<file path="src/rtl/fsm_hello_pkg.sv">
// Shared definitions for the "Hello" transmitter and detector: ASCII bytes,
// one-hot state encoding and small state-decode helpers.
package fsm_hello_pkg;

  localparam logic [7:0] CH_H = 8'h48;
  localparam logic [7:0] CH_E = 8'h65;
  localparam logic [7:0] CH_L = 8'h6C;
  localparam logic [7:0] CH_O = 8'h6F;
  localparam logic [39:0] HELLO_WORD = {CH_H, CH_E, CH_L, CH_L, CH_O};

  typedef enum logic [6:0] {
    ST_IDLE    = 7'b0000001,
    ST_SEND_H  = 7'b0000010,
    ST_SEND_E  = 7'b0000100,
    ST_SEND_L1 = 7'b0001000,
    ST_SEND_L2 = 7'b0010000,
    ST_SEND_O  = 7'b0100000,
    ST_GAP     = 7'b1000000
  } state_t;

  function automatic logic is_send(input state_t s);
    return (s == ST_SEND_H) || (s == ST_SEND_E) || (s == ST_SEND_L1) ||
           (s == ST_SEND_L2) || (s == ST_SEND_O);
  endfunction

  function automatic logic [7:0] char_of(input state_t s);
    case (s)
      ST_SEND_H:               return CH_H;
      ST_SEND_E:               return CH_E;
      ST_SEND_L1, ST_SEND_L2:  return CH_L;
      ST_SEND_O:               return CH_O;
      default:                 return 8'h00;
    endcase
  endfunction

endpackage

</file>
<file path="src/rtl/hello_gap_cnt.sv">
// Loadable down-counter timing the idle gap between transmitted bytes.
module hello_gap_cnt #(
  parameter int W = 8
) (
  input  logic         clk,
  input  logic         rst,
  input  logic         load,
  input  logic [W-1:0] load_val,
  input  logic         dec,
  output logic         zero
);

  logic [W-1:0] count;

  always_ff @(posedge clk or posedge rst) begin
    if (rst) begin
      count <= '0;
    end else if (load) begin
      count <= load_val;
    end else if (dec && (count != '0)) begin
      count <= count - 1'b1;
    end
  end

  assign zero = (count == '0);

endmodule

</file>
<file path="src/rtl/fsm_hello_tx.sv">
// Emits "Hello" a programmable number of times on a valid/ready byte stream,
// with an optional fixed idle gap after every accepted byte.
module fsm_hello_tx
  import fsm_hello_pkg::*;
#(
  parameter int GAP_CYCLES = 0,
  parameter int REPEAT_W   = 4
) (
  input  logic                clk,
  input  logic                rst,
  input  logic                start,
  input  logic [REPEAT_W-1:0] repeat_n,
  output logic [7:0]          data,
  output logic                valid,
  input  logic                ready,
  output logic                busy,
  output logic                done
);

  // Counter holds GAP_CYCLES-1 on entry so GAP lasts exactly GAP_CYCLES cycles.
  localparam logic [7:0] GAP_LOAD = (GAP_CYCLES > 0) ? 8'(GAP_CYCLES - 1) : 8'd0;

  state_t state_reg, state_next, ret_reg, ret_next, target;
  logic [REPEAT_W-1:0] rep_reg, rep_next, cnt_reg, cnt_next, cnt_inc;
  logic [7:0] data_next;
  logic valid_next, busy_next, done_next;
  logic adv, gap_load, gap_zero;
  logic xfer;

  assign xfer = valid && ready;

  hello_gap_cnt #(.W(8)) u_gap (
    .clk      (clk),
    .rst      (rst),
    .load     (gap_load),
    .load_val (GAP_LOAD),
    .dec      (state_reg == ST_GAP),
    .zero     (gap_zero)
  );

  always_comb begin
    state_next = state_reg;
    ret_next   = ret_reg;
    rep_next   = rep_reg;
    cnt_next   = cnt_reg;
    done_next  = 1'b0;
    gap_load   = 1'b0;
    adv        = 1'b0;
    target     = ST_IDLE;
    cnt_inc    = cnt_reg + 1'b1;

    case (state_reg)
      ST_IDLE: begin
        if (start) begin
          rep_next   = (repeat_n == '0) ? REPEAT_W'(1) : repeat_n;
          cnt_next   = '0;
          state_next = ST_SEND_H;
        end
      end
      ST_SEND_H:  begin adv = xfer; target = ST_SEND_E;  end
      ST_SEND_E:  begin adv = xfer; target = ST_SEND_L1; end
      ST_SEND_L1: begin adv = xfer; target = ST_SEND_L2; end
      ST_SEND_L2: begin adv = xfer; target = ST_SEND_O;  end
      ST_SEND_O: begin
        adv    = xfer;
        target = (cnt_inc < rep_reg) ? ST_SEND_H : ST_IDLE;
        if (xfer) cnt_next = cnt_inc;
      end
      ST_GAP: begin
        if (gap_zero) begin
          state_next = ret_reg;
          done_next  = (ret_reg == ST_IDLE);
        end
      end
      default: state_next = ST_IDLE;
    endcase

    if (adv) begin
      if (GAP_CYCLES == 0) begin
        state_next = target;
        done_next  = (target == ST_IDLE);
      end else begin
        state_next = ST_GAP;
        ret_next   = target;
        gap_load   = 1'b1;
      end
    end

    // Outputs are registered copies of what the next state presents.
    valid_next = is_send(state_next);
    data_next  = char_of(state_next);
    busy_next  = (state_next != ST_IDLE);
  end

  always_ff @(posedge clk or posedge rst) begin
    if (rst) begin
      state_reg <= ST_IDLE;
      ret_reg   <= ST_IDLE;
      rep_reg   <= '0;
      cnt_reg   <= '0;
      data      <= 8'h00;
      valid     <= 1'b0;
      busy      <= 1'b0;
      done      <= 1'b0;
    end else begin
      state_reg <= state_next;
      ret_reg   <= ret_next;
      rep_reg   <= rep_next;
      cnt_reg   <= cnt_next;
      data      <= data_next;
      valid     <= valid_next;
      busy      <= busy_next;
      done      <= done_next;
    end
  end

endmodule

</file>
<file path="config.mk">
export PLATFORM = sky130hd
export DESIGN_NAME = fsm_hello_tx
export DESIGN_NICKNAME = d
export VERILOG_FILES = /design/src/rtl/fsm_hello_pkg.sv /design/src/rtl/hello_gap_cnt.sv /design/src/rtl/fsm_hello_tx.sv
export SDC_FILE = /design/constraint.sdc
export NUM_CORES = 1
export LEC_CHECK = 0
export CAP_MARGIN = 15
export CORE_ASPECT_RATIO = 1.5
export CORE_UTILIZATION = 55
export DETAILED_ROUTE_END_ITERATION = 8
export PLACE_DENSITY = 0.86
export SLEW_MARGIN = 25
export SYNTH_ARGS = -nofsm -noshare
export SYNTH_HDL_FRONTEND = slang
export SYNTH_SLANG_ARGS = --single-unit
export TNS_END_PERCENT = 50
</file>
<file path="constraint.sdc">
create_clock -name clk -period 4.76 [get_ports clk]
set_input_delay 0.952 -clock clk [delete_from_list [all_inputs] [get_ports clk]]
set_output_delay 0.952 -clock clk [all_outputs]
set_load 0.05 [all_outputs]
</file>
==> out/metrics.cfg <==
[run_status]
status=complete, no violations

[routing]
drt_wl_total_um=3300
vias=1307
drt_iter0_drc=56
ant_nets=0
drc=0
routed_via_density=6.00
wl_per_cell_um=15.1
first_pass_iters=4

[floorplan]
ios=19
num_rows=24
dieArea_um2=3310
initial_core_util_pct=58.1
coreArea_um2=2910
die_w_um=47.3
die_h_um=69.9

[cells_and_area]
drive_above_1_share_pct=10.1
final_nets=191
num-fill-cells=224
areaGrowthSynthToFinish_pct=12.9
largest_reg_flops=8
num_antenna_cells=0

[timing]
rsz0062_at_grt=no
timing.fmax_mhz=409
hold_violations=0
fin_crit_ps=2450
slew_viol_final=0
finalSetupViolations=0
tightestPinTransition_ps=705
max-slew-margin-rel_pct=52.5
fin_crit_sh_pct=51.4
fin_tns_setup_ps=0
finalClockSkew_ps=7.33

[power_and_ir_drop]
power.density_nw_per_um2=434
ir_drop_uv=296
leakagePower_nw=0.838
fin_total_pwr_uw=830

[setup_path]
cp_top_family=buffers and inverters
worst-path-buf-inv=1
cpMaxStageDelayCell=clkdlybuf4s50_1
critPathMaxFanout=4
cp.required_ps=3810
arrival_ps=1500
cp_slowest_stage_delay_ps=820
crit_path_cell_trace=clkdlybuf4s50_1
end_kind=output pin
start_kind=flop
path_class=flop to output pin

[clock_network]
cts_made_buffers=5
clk_pin_slew_worst_paths_ps=60
cts_root_buf=clkbuf_8
clk_latency_ps=280
cts_setup_buffers=0
cts_tree=done
clock_sinks=31
ctsHoldBuffers=0
clock_path_buffers=2
cts-resized-gates=0
h-tree-depth=2

[placement]
gp_congestion=0.816
io_buffers=16
post-dp-hpwl_um=2370

[synth]
synth_area_leaders=dfrtp_1 (44%), xnor2_1 (4.7%), ha_1 (3.7%), nand2_1 (2.4%), nor3_1 (2.4%)
async_flop_share_pct=100
synth_largest_area_cell=dfrtp_1
synth_cells=167
synth.yosys.seq_area_share_pct=45.9
synth_top_area_share_pct=44.4
syn_area_um2=1690
synth.avg_cell_area_um2=10.1
yosysWarnings=0
ys_seq_elements=31
synth_ff_type=dfrtp_1
ys_types=49
synth_edf_count=0

[min_path]
hold_path.class=flop to flop

[job]
drv_cap=0

[global_routing]
grt_pass1_wl_um=5550
grt_max_degree=32
antenna_found_initial=0
first_global_vias=1306
grt_usage_pct=23.5
grt_overflow=0

[layer usage]
layer  GRT usage (%)  routed length [um]  up-vias
met4            11.4                 105        0
met1            25.1                1210      635
li1                -                   -      611
met5               0                   0        -
met2            39.3                1830       49
met3            7.24                 156       12
[placed cells by master (no fill, tap or decap), drive strengths merged, types with 2 or more instances in the layout]
cell,n
dfrtp,30
o21ai,5
xnor2,9
clkbuf,7
conb,2
nand3,6
nand3b,5
a21oi,4
or4,3
clkdlybuf4s50,16
nor3b,4
inv,7
ha,5
nor4,4
nand4,6
nor2b,2
nor3,10
nor2,9
nand2b,4
or3,3
mux2,2
mux2i,2
a22o,2
nand2,12
a2111oi,2
a211oi,2
[worst register-to-register path: cells and delay by family (launching register included)]
family,cells,cell delay (ps)
compound gates,2,340
xor+xnor,1,160
fa+ha+maj,2,470
flops,1,440
simple gates,2,650
[synthesized netlist by cell type, types with 2 or more instances]
library cell / count
dfrtp_1: 30
nand2_1: 11
xnor2_1: 9
nor2_1: 8
nor3_1: 8
clkbuf_1: 7
inv_1: 7
nand3_1: 6
nand4_1: 6
ha_1: 5
nand3b_1: 5
o21ai_0: 5
a21oi_1: 4
nand2b_1: 4
nor3b_1: 4
nor4_1: 4
buf_4: 3
or3_1: 3
a2111oi_0: 2
a22o_1: 2
buf_6: 2
mux2i_1: 2
nor2b_1: 2
nor3_4: 2
or4_1: 2
[per-stage QoR]
stage | setup slack, ps | cell area (um^2) | hold slack (ps) | utilization [%] | std cells
floorplan | 2770 | 1700 | 432 | - | 168
global placement | 2230 | 1830 | 455 | 62.8 | 210
detailed placement | 2220 | 1830 | 462 | 62.8 | 210
CTS | 2300 | 1910 | 478 | 65.6 | 218
global route | 2260 | 1910 | 494 | 65.6 | 218
finish | 2310 | 1910 | 477 | 65.6 | 218
[kinds of logic (layout without fill, tap and decap cells)]
| group | Yosys count | in the layout | share of synthesized area (%) |
|---|---|---|---|
| AND/OR/NAND/NOR | 73 | 73 | 26.0 |
| flip-flops | 31 | 31 | 45.9 |
| AO/OA/AOI/OAI | 22 | 22 | 9.69 |
| buffers and inverters | 20 | 31 | 5.99 |
| XOR/XNOR | 10 | 10 | 5.18 |
| adder cells (fa/ha/maj) | 6 | 6 | 4.29 |
| multiplexers | 4 | 4 | 2.74 |
| other | 1 | 2 | 0.222 |
[final cells by class]
type	count	area, um^2	share of cell area, %
flip-flops and latches	31	777	40.7
inverters	7	26.3	1.38
clock buffers	7	76.3	3.99
well taps	39	48.8	2.55
clock inverters	1	5.00	0.262
multi-input cells	117	817	42.8
repair buffers	16	160	8.38
[final timing paths]
check | end | start | slack, ps | cells after the start
worst min-delay path | rep_reg[0] | rep_reg[0] | 480 | 2
max in group asynchronous | u_gap.count[1] | rst | 3260 | 2
min in group asynchronous | u_gap.count[6] | rst | 1070 | 2
worst min register to register | rep_reg[0] | rep_reg[0] | 480 | 2
worst max register to register | state_reg[0] | cnt_reg[0] | 2630 | 7
worst max-delay path | valid | valid | 2310 | 1
[power by group]
part	internal (mW)	switching (mW)	total (mW)
Combinational	0.105	0.184	0.289
Clock	0.102	0.0904	0.193
Sequential	0.309	0.0388	0.348
Total	0.517	0.313	0.830
No activity file was read; power rests on OpenSTA's default activity.
